## config.mk

```make
export PLATFORM = sky130hd
export DESIGN_NAME = bounded_updown_counter_flat
export DESIGN_NICKNAME = d
export VERILOG_FILES = /design/src/rtl/bounded_updown_counter_if.sv /design/src/rtl/bounded_updown_counter.sv /design/src/flat_wrapper.sv
export SDC_FILE = /design/constraint.sdc
export NUM_CORES = 1
export LEC_CHECK = 0
export CAP_MARGIN = 30
export CELL_PAD_IN_SITES_DETAIL_PLACEMENT = 0
export CELL_PAD_IN_SITES_GLOBAL_PLACEMENT = 1
export CORE_MARGIN = 1.5
export CORE_UTILIZATION = 36
export CTS_CLUSTER_DIAMETER = 120
export CTS_CLUSTER_SIZE = 12
export DETAILED_ROUTE_END_ITERATION = 6
export GPL_TIMING_DRIVEN = 0
export PLACE_DENSITY_LB_ADDON = 0.08
export SLEW_MARGIN = 0
export SYNTH_ARGS = -nofsm -noshare
export SYNTH_HDL_FRONTEND = slang
export SYNTH_SLANG_ARGS = --single-unit
```

## constraint.sdc

```tcl
create_clock -name clk -period 4.1 [get_ports clk]
set_input_delay 0.82 -clock clk [delete_from_list [all_inputs] [get_ports clk]]
set_output_delay 0.82 -clock clk [all_outputs]
set_load 0.05 [all_outputs]
```

## src/rtl/bounded_updown_counter_if.sv

```systemverilog
// Control and status bundle for bounded_updown_counter.
// The master side drives the count controls and the slave (the counter) returns
// the registered count and the status flags.
interface bounded_updown_counter_if #(
  parameter int WIDTH = 6
) ();
  logic             en;
  logic             up;
  logic             load;
  logic [WIDTH-1:0] load_val;
  logic [WIDTH-1:0] q;
  logic             tc;
  logic             wrap;
  logic             load_err;

  modport master (
    output en, up, load, load_val,
    input  q, tc, wrap, load_err
  );

  modport slave (
    input  en, up, load, load_val,
    output q, tc, wrap, load_err
  );
endinterface

```

## src/rtl/bounded_updown_counter.sv

```systemverilog
// Bounded up/down modulo counter over the closed range [LOW, HIGH].
// Per edge the priority is rst > load > en > hold. A load is clamped into the
// range and flagged on load_err; running past either end wraps and is flagged
// on wrap. Both flags are one-cycle registered pulses. tc is combinational so
// that a second counter can be cascaded by driving its en from this tc.
// The interface instance must be built with the same WIDTH as this module.
module bounded_updown_counter #(
  parameter int WIDTH   = 6,
  parameter int LOW     = 10,
  parameter int HIGH    = 35,
  parameter int RST_VAL = 35
) (
  input  logic                   clk,
  input  logic                   rst,
  bounded_updown_counter_if.slave bus
);

  // Reject parameter sets that would let q leave the range or not fit WIDTH.
  if (LOW < 0 || LOW >= HIGH) begin : g_bad_bounds
    $error("bounded_updown_counter: need 0 <= LOW < HIGH");
  end
  if (longint'(HIGH) > (longint'(1) << WIDTH) - 1) begin : g_bad_width
    $error("bounded_updown_counter: HIGH does not fit in WIDTH bits");
  end
  if (RST_VAL < LOW || RST_VAL > HIGH) begin : g_bad_rst_val
    $error("bounded_updown_counter: RST_VAL outside [LOW, HIGH]");
  end

  localparam logic [WIDTH-1:0] LOW_Q  = WIDTH'(LOW);
  localparam logic [WIDTH-1:0] HIGH_Q = WIDTH'(HIGH);
  localparam logic [WIDTH-1:0] RST_Q  = WIDTH'(RST_VAL);

  logic [WIDTH-1:0] q;
  logic [WIDTH-1:0] q_next;
  logic             wrap;
  logic             wrap_next;
  logic             load_err;
  logic             load_err_next;

  // Next count and flags from load/en/up; reset is applied in the register.
  always_comb begin
    // NOTE: every output gets a default first so no path leaves it unassigned,
    // which would otherwise infer a latch.
    q_next        = q;
    wrap_next     = 1'b0;
    load_err_next = 1'b0;
    if (bus.load) begin
      if (bus.load_val < LOW_Q) begin
        q_next        = LOW_Q;
        load_err_next = 1'b1;
      end else if (bus.load_val > HIGH_Q) begin
        q_next        = HIGH_Q;
        load_err_next = 1'b1;
      end else begin
        q_next = bus.load_val;
      end
    end else if (bus.en) begin
      // The bound test comes first, so +1 / -1 can never overflow WIDTH bits.
      if (bus.up) begin
        if (q == HIGH_Q) begin
          q_next    = LOW_Q;
          wrap_next = 1'b1;
        end else begin
          q_next = q + 1'b1;
        end
      end else begin
        if (q == LOW_Q) begin
          q_next    = HIGH_Q;
          wrap_next = 1'b1;
        end else begin
          q_next = q - 1'b1;
        end
      end
    end
  end

  // State register with synchronous reset; rst overrides load and en.
  always_ff @(posedge clk) begin
    // NOTE: non-blocking assignments so every register samples pre-edge values.
    if (rst) begin
      q        <= RST_Q;
      wrap     <= 1'b0;
      load_err <= 1'b0;
    end else begin
      q        <= q_next;
      wrap     <= wrap_next;
      load_err <= load_err_next;
    end
  end

  assign bus.q        = q;
  assign bus.wrap     = wrap;
  assign bus.load_err = load_err;
  assign bus.tc       = bus.en & ((bus.up & (q == HIGH_Q)) | (~bus.up & (q == LOW_Q)));

endmodule
```

## src/flat_wrapper.sv

```systemverilog
// flat-port wrapper written by rule: the top's interface ports become plain ports
module bounded_updown_counter_flat 
#(
  parameter int WIDTH   = 6,
  parameter int LOW     = 10,
  parameter int HIGH    = 35,
  parameter int RST_VAL = 35
)
  (clk, rst, bus_en, bus_up, bus_load, bus_load_val, bus_q, bus_tc, bus_wrap, bus_load_err);
  bounded_updown_counter_if #(.WIDTH(WIDTH)) bus_i ();
  input  logic clk;
  input  logic rst;
  input wire logic [$bits(bus_i.en)-1:0] bus_en;
  input wire logic [$bits(bus_i.up)-1:0] bus_up;
  input wire logic [$bits(bus_i.load)-1:0] bus_load;
  input wire logic [$bits(bus_i.load_val)-1:0] bus_load_val;
  output wire logic [$bits(bus_i.q)-1:0] bus_q;
  output wire logic [$bits(bus_i.tc)-1:0] bus_tc;
  output wire logic [$bits(bus_i.wrap)-1:0] bus_wrap;
  output wire logic [$bits(bus_i.load_err)-1:0] bus_load_err;
  assign bus_i.en = bus_en;
  assign bus_i.up = bus_up;
  assign bus_i.load = bus_load;
  assign bus_i.load_val = bus_load_val;
  assign bus_q = bus_i.q;
  assign bus_tc = bus_i.tc;
  assign bus_wrap = bus_i.wrap;
  assign bus_load_err = bus_i.load_err;
  bounded_updown_counter #(.WIDTH(WIDTH), .LOW(LOW), .HIGH(HIGH), .RST_VAL(RST_VAL)) u_core (.clk(clk), .rst(rst), .bus(bus_i));
endmodule
```

# Word level (Yosys, flattened, before mapping)
# Index checks and enable logic that the tools add are counted.
[op_classes]
n_addsub = 2
n_lt_le_gt_ge = 2
n_eq_ne = 2
muxes = 12
bitwise_logic = 7
reduce_logical = 3
[ops]
columns = ["op", "n"]
rows = [
  ["6-bit two-way mux", 7],
  ["6-bit by 1-bit adder with 6-bit output (second input constant)", 1],
  ["6-bit by 4-bit == test with 1-bit output (second input constant)", 1],
  ["6-bit == test (second input constant)", 1],
  ["6-bit greater-than comparator (second input constant)", 1],
  ["6-bit by 4-bit < comparator with 1-bit output (second input constant)", 1],
  ["6-bit by 1-bit subtractor with 6-bit output (second input constant)", 1],
  ["1-bit two-way mux", 5],
  ["1-bit AND", 3],
  ["1-bit inverter", 3],
  ["3-bit OR reduction", 1],
  ["2-bit nonzero test", 1],
  ["2-bit OR reduction", 1],
  ["1-bit bitwise OR", 1],
]
[totals]
regBits = 8
inputBits = 11
output_inout_bits = 9
elab_cells = 31

# Logic depth before layout (Yosys ltp)
[depth]
ltp_word = 5
mapped_depth = 6
mapped_depth_nobuf = 6

# Worst setup path before layout
# OpenSTA, ideal clock, no wires.
[synth_timing]
kind = "flip-flop to output port"
from = "reg u_core.q[5] (netlist: u_core.bus.q[5])"
to = "out bus_tc"
arrival_ns = 2.279
required_ns = 3.280
setup_slack_ns = 1.001
stages_incl_launch_ff = 5
n_path_buf = 1
cell_sequence = "dfxtp_1 clkbuf_1 nor4b_1 nand3_1 a21oi_1"
[synth_between]
elab_chain_len = 4
elab_cells_between_ends = 6
classes_between = "2 x eq/ne; 4 x bitwise"
[synth_rtl]
columns = ["item", "line", "rtl"]
rows = [
  ["start: declaration", "bounded_updown_counter.sv:33", "logic [WIDTH-1:0] q;"],
  ["start signal: assignment", "bounded_updown_counter.sv:85", "q <= q_next;"],
  ["6-bit == test / 6-bit by 4-bit == test with 1-bit output (equally long branches)", "bounded_updown_counter.sv:94", "assign bus.tc = bus.en & ((bus.up & (q == HIGH_Q)) | (~bus.up & (q == LOW_Q)));"],
  ["1-bit AND", "bounded_updown_counter.sv:94", ""],
  ["1-bit bitwise OR *", "bounded_updown_counter.sv:94", ""],
  ["1-bit AND *", "bounded_updown_counter.sv:94", ""],
  ["end: declaration", "flat_wrapper.sv:18", "output wire logic [$bits(bus_i.tc)-1:0] bus_tc;"],
]
# Every way passes the cells marked *; elsewhere a longest branch is shown, timed or not.

# Final worst setup path
[layout_timing]
from = "in bus_up"
to = "out bus_tc"
[layout_between]
elab_chain_len = 4
elab_cells_between_ends = 5
classes_between = "5 x bitwise"
[layout_rtl]
columns = ["item", "line", "rtl"]
rows = [
  ["start: declaration", "flat_wrapper.sv:14", "input wire logic [$bits(bus_i.up)-1:0] bus_up;"],
  ["1-bit inverter", "bounded_updown_counter.sv:94", ""],
  ["1-bit AND", "bounded_updown_counter.sv:94", ""],
  ["1-bit bitwise OR *", "bounded_updown_counter.sv:94", ""],
  ["1-bit AND *", "bounded_updown_counter.sv:94", ""],
]
# Marked as above.

==> qor.yml <==
place:
  io_buffers: 19
  dp_cells: 133
  place_congestion: 0.791
  dp_hpwl_um: 1500
  placed_area_um2: 932
sta:
  hold_viol_final: 0
  final-setup-viol-count: 0
  rsz0062_at_grt: "false"
  report.final.slew_viol_count: 0
  fin_worst_skew_ns: 0.00841
  setup-tns-final_ns: 0
  max_slew.worst_pin.slew_ns: 0.530
  fmax_mhz: 268
  period_share_pct: 91.1
  min_period_ns: 3.74
  max-slew-margin-rel_pct: 64.1
cells_and_area:
  postLayoutCellArea_um2: 955
  final_common_cell: "clkdlybuf4s50_1"
  nNetsFinal: 127
  drive_gt1_share_pct: 8.11
  stdcell_count: 136
  n_antenna_cell: 0
  fillers: 179
  layout_common_cells: "19 x clkdlybuf4s50_1, 8 x inv_1, 8 x dfxtp_1, 6 x a211oi_1, 5 x o21ai_0"
  area.growth.synth_to_final_pct: 34.3
clock_tree:
  cts_root_buf: "clkbuf_4"
  cts_hold_buf: 0
  ctsResizeCount: 0
  postCtsSetupBuffers: 0
  cts_sinks: 8
  htree_num_levels: 1
  path_clk_slew_ns: 0.05
  clock_latency_ns: 0.27
  cts_tree: "done"
  cts_buffers: 3
  cts.path.max_buffers: 2
run:
  maxCapViolations: 0
global_route:
  grt_pass1_wl_um: 3110
  first_global_vias: 680
  antenna_found_initial: 0
  grt_overflow: 0
  grt_max_degree: 11
  grt_usage_pct: 19.9
setup_path:
  start_kind: "input pin"
  critPathTopFamily: "buffers and inverters"
  cp_common_cell: "clkdlybuf4s50_1"
  path_max_fanout: 10
  slowest_delay_ns: 0.81
  end_kind: "output pin"
  crit_chain: "clkdlybuf4s50_1 -> clkbuf_1 -> nand3_1 -> a21oi_1 -> clkdlybuf4s50_1"
  slowest_stage: "clkdlybuf4s50_1"
  critPathBufInv: 3
  crit_type: "in -> out"
  crit_arrival_ns: 2.92
  cp.required_ns: 3.28
route:
  first_iter_violations: 25
  post-route-drc-count: 0
  dr.pass1.iters: 4
  vias: 803
  wl_um: 1960
  ant_nets: 0
  viasPerCell: 5.90
  wl_per_cell_um: 14.4
synthesis:
  yosys.cell_types.count: 40
  yosysWarnings: 0
  synthFlopType: "dfxtp_1"
  avgSynthCellArea_um2: 7.99
  syn_nets: 103
  syn_area_um2: 711
  synth_edf_count: 0
  synth_seq_cells: 8
  synthArstFlopShare_pct: 0
  syn_inst: 89
  ys_seq_area_share_pct: 22.5
floorplanning:
  dieArea_mm2: 0.00225
  die_h_um: 47.4
  core-area_mm2: 0.00178
  ioPinCount: 20
  fp.dieW_um: 47.4
  num_rows: 15
  start_util_pct: 39.9
power:
  power_density_mw_per_mm2: 262
  vdd_drop_max_uv: 208
  p_total_mw: 0.251
  p_leak_nw: 0.353
min_path:
  hold_path_class: "reg -> reg"
run_status:
  status: "completed"
final timing paths:
path / from / slack (ns) / cells after the start / to
max: bus_up / 0.36 / 5 / bus_tc
min: u_core.bus.q[4] / 0.66 / 3 / u_core.bus.q[4]
max reg2reg: u_core.bus.q[0] / 2.07 / 6 / u_core.bus.q[1]
min reg2reg: u_core.bus.q[4] / 0.66 / 3 / u_core.bus.q[4]
stage by stage:
step                      setup slack, ns  hold slack (ns)  utilization [%]
after floorplan                      1.00            0.890                -
after global placement              0.376            0.660             52.3
after detailed placement            0.380            0.664             52.3
after CTS                           0.377            0.672             53.5
after global routing                0.259            0.723             53.5
final                               0.363            0.660             53.5
synthesized netlist by cell type, types with 2 or more instances:
library cell	n	share of area, %
nor3_1	3	2.1
nand4_1	3	2.6
a21oi_1	3	2.1
a31oi_1	2	1.8
nand2_1	2	1.1
inv_1	8	4.2
xnor2_1	2	2.5
clkbuf_1	4	2.1
a211oi_1	6	6.3
nand3_1	4	2.8
o21ai_0	5	3.5
o21a_1	3	3.2
a221oi_1	2	2.5
o22ai_1	3	2.6
o31ai_1	3	3.2
nand2b_1	3	2.6
dfxtp_1	8	23
ha_1	3	5.3
cells by family after synthesis:
| group | share of synthesized area, % |
|---|---|
| AO/OA/AOI/OAI | 34.3 |
| XOR/XNOR | 3.70 |
| adder cells (fa/ha/maj) | 5.28 |
| buffers and inverters | 8.63 |
| flip-flops | 22.5 |
| multiplexers | 1.58 |
| AND/OR/NAND/NOR | 23.9 |
power by group:
group / internal (mW) / switching (mW)
Clock: 0.0337 / 0.0297
Sequential: 0.0827 / 0.00541
Combinational: 0.0400 / 0.0590
Total: 0.156 / 0.0942
worst reg2reg max path: stages (launching register included):
cell and delay (ns):
dfxtp_1 0.46, inv_1 0.11, ha_1 0.21, nand4bb_1 0.16, o21a_1 0.23, a211oi_1 0.10, or4b_2 0.62
metal layers:
metal  up-vias  GRT usage [%]  part of all wire (%)
met5         -              0                     0
met4         0           5.00                  0.51
met3         2           5.66                   6.8
met2        30           29.5                    46
met1       371           28.3                    47
li1        400              -                     -
sequential cells by signal, summed over array words and instances, names as in the netlist:
signal,count
u_core.bus.wrap,1
u_core.bus.q,6
u_core.bus.load_err,1
cell type report:
type / count / area, um2 / area share (%)
Multi-Input combinational cell: 67 / 489 / 51.2
Sequential cell: 8 / 160 / 16.8
Buffer: 6 / 31.3 / 3.28
Clock buffer: 3 / 22.5 / 2.36
Tap cell: 25 / 31.3 / 3.28
Timing Repair Buffer: 19 / 190 / 19.9
Inverter: 8 / 30.0 / 3.15
Power figures use the tool's default switching activity.
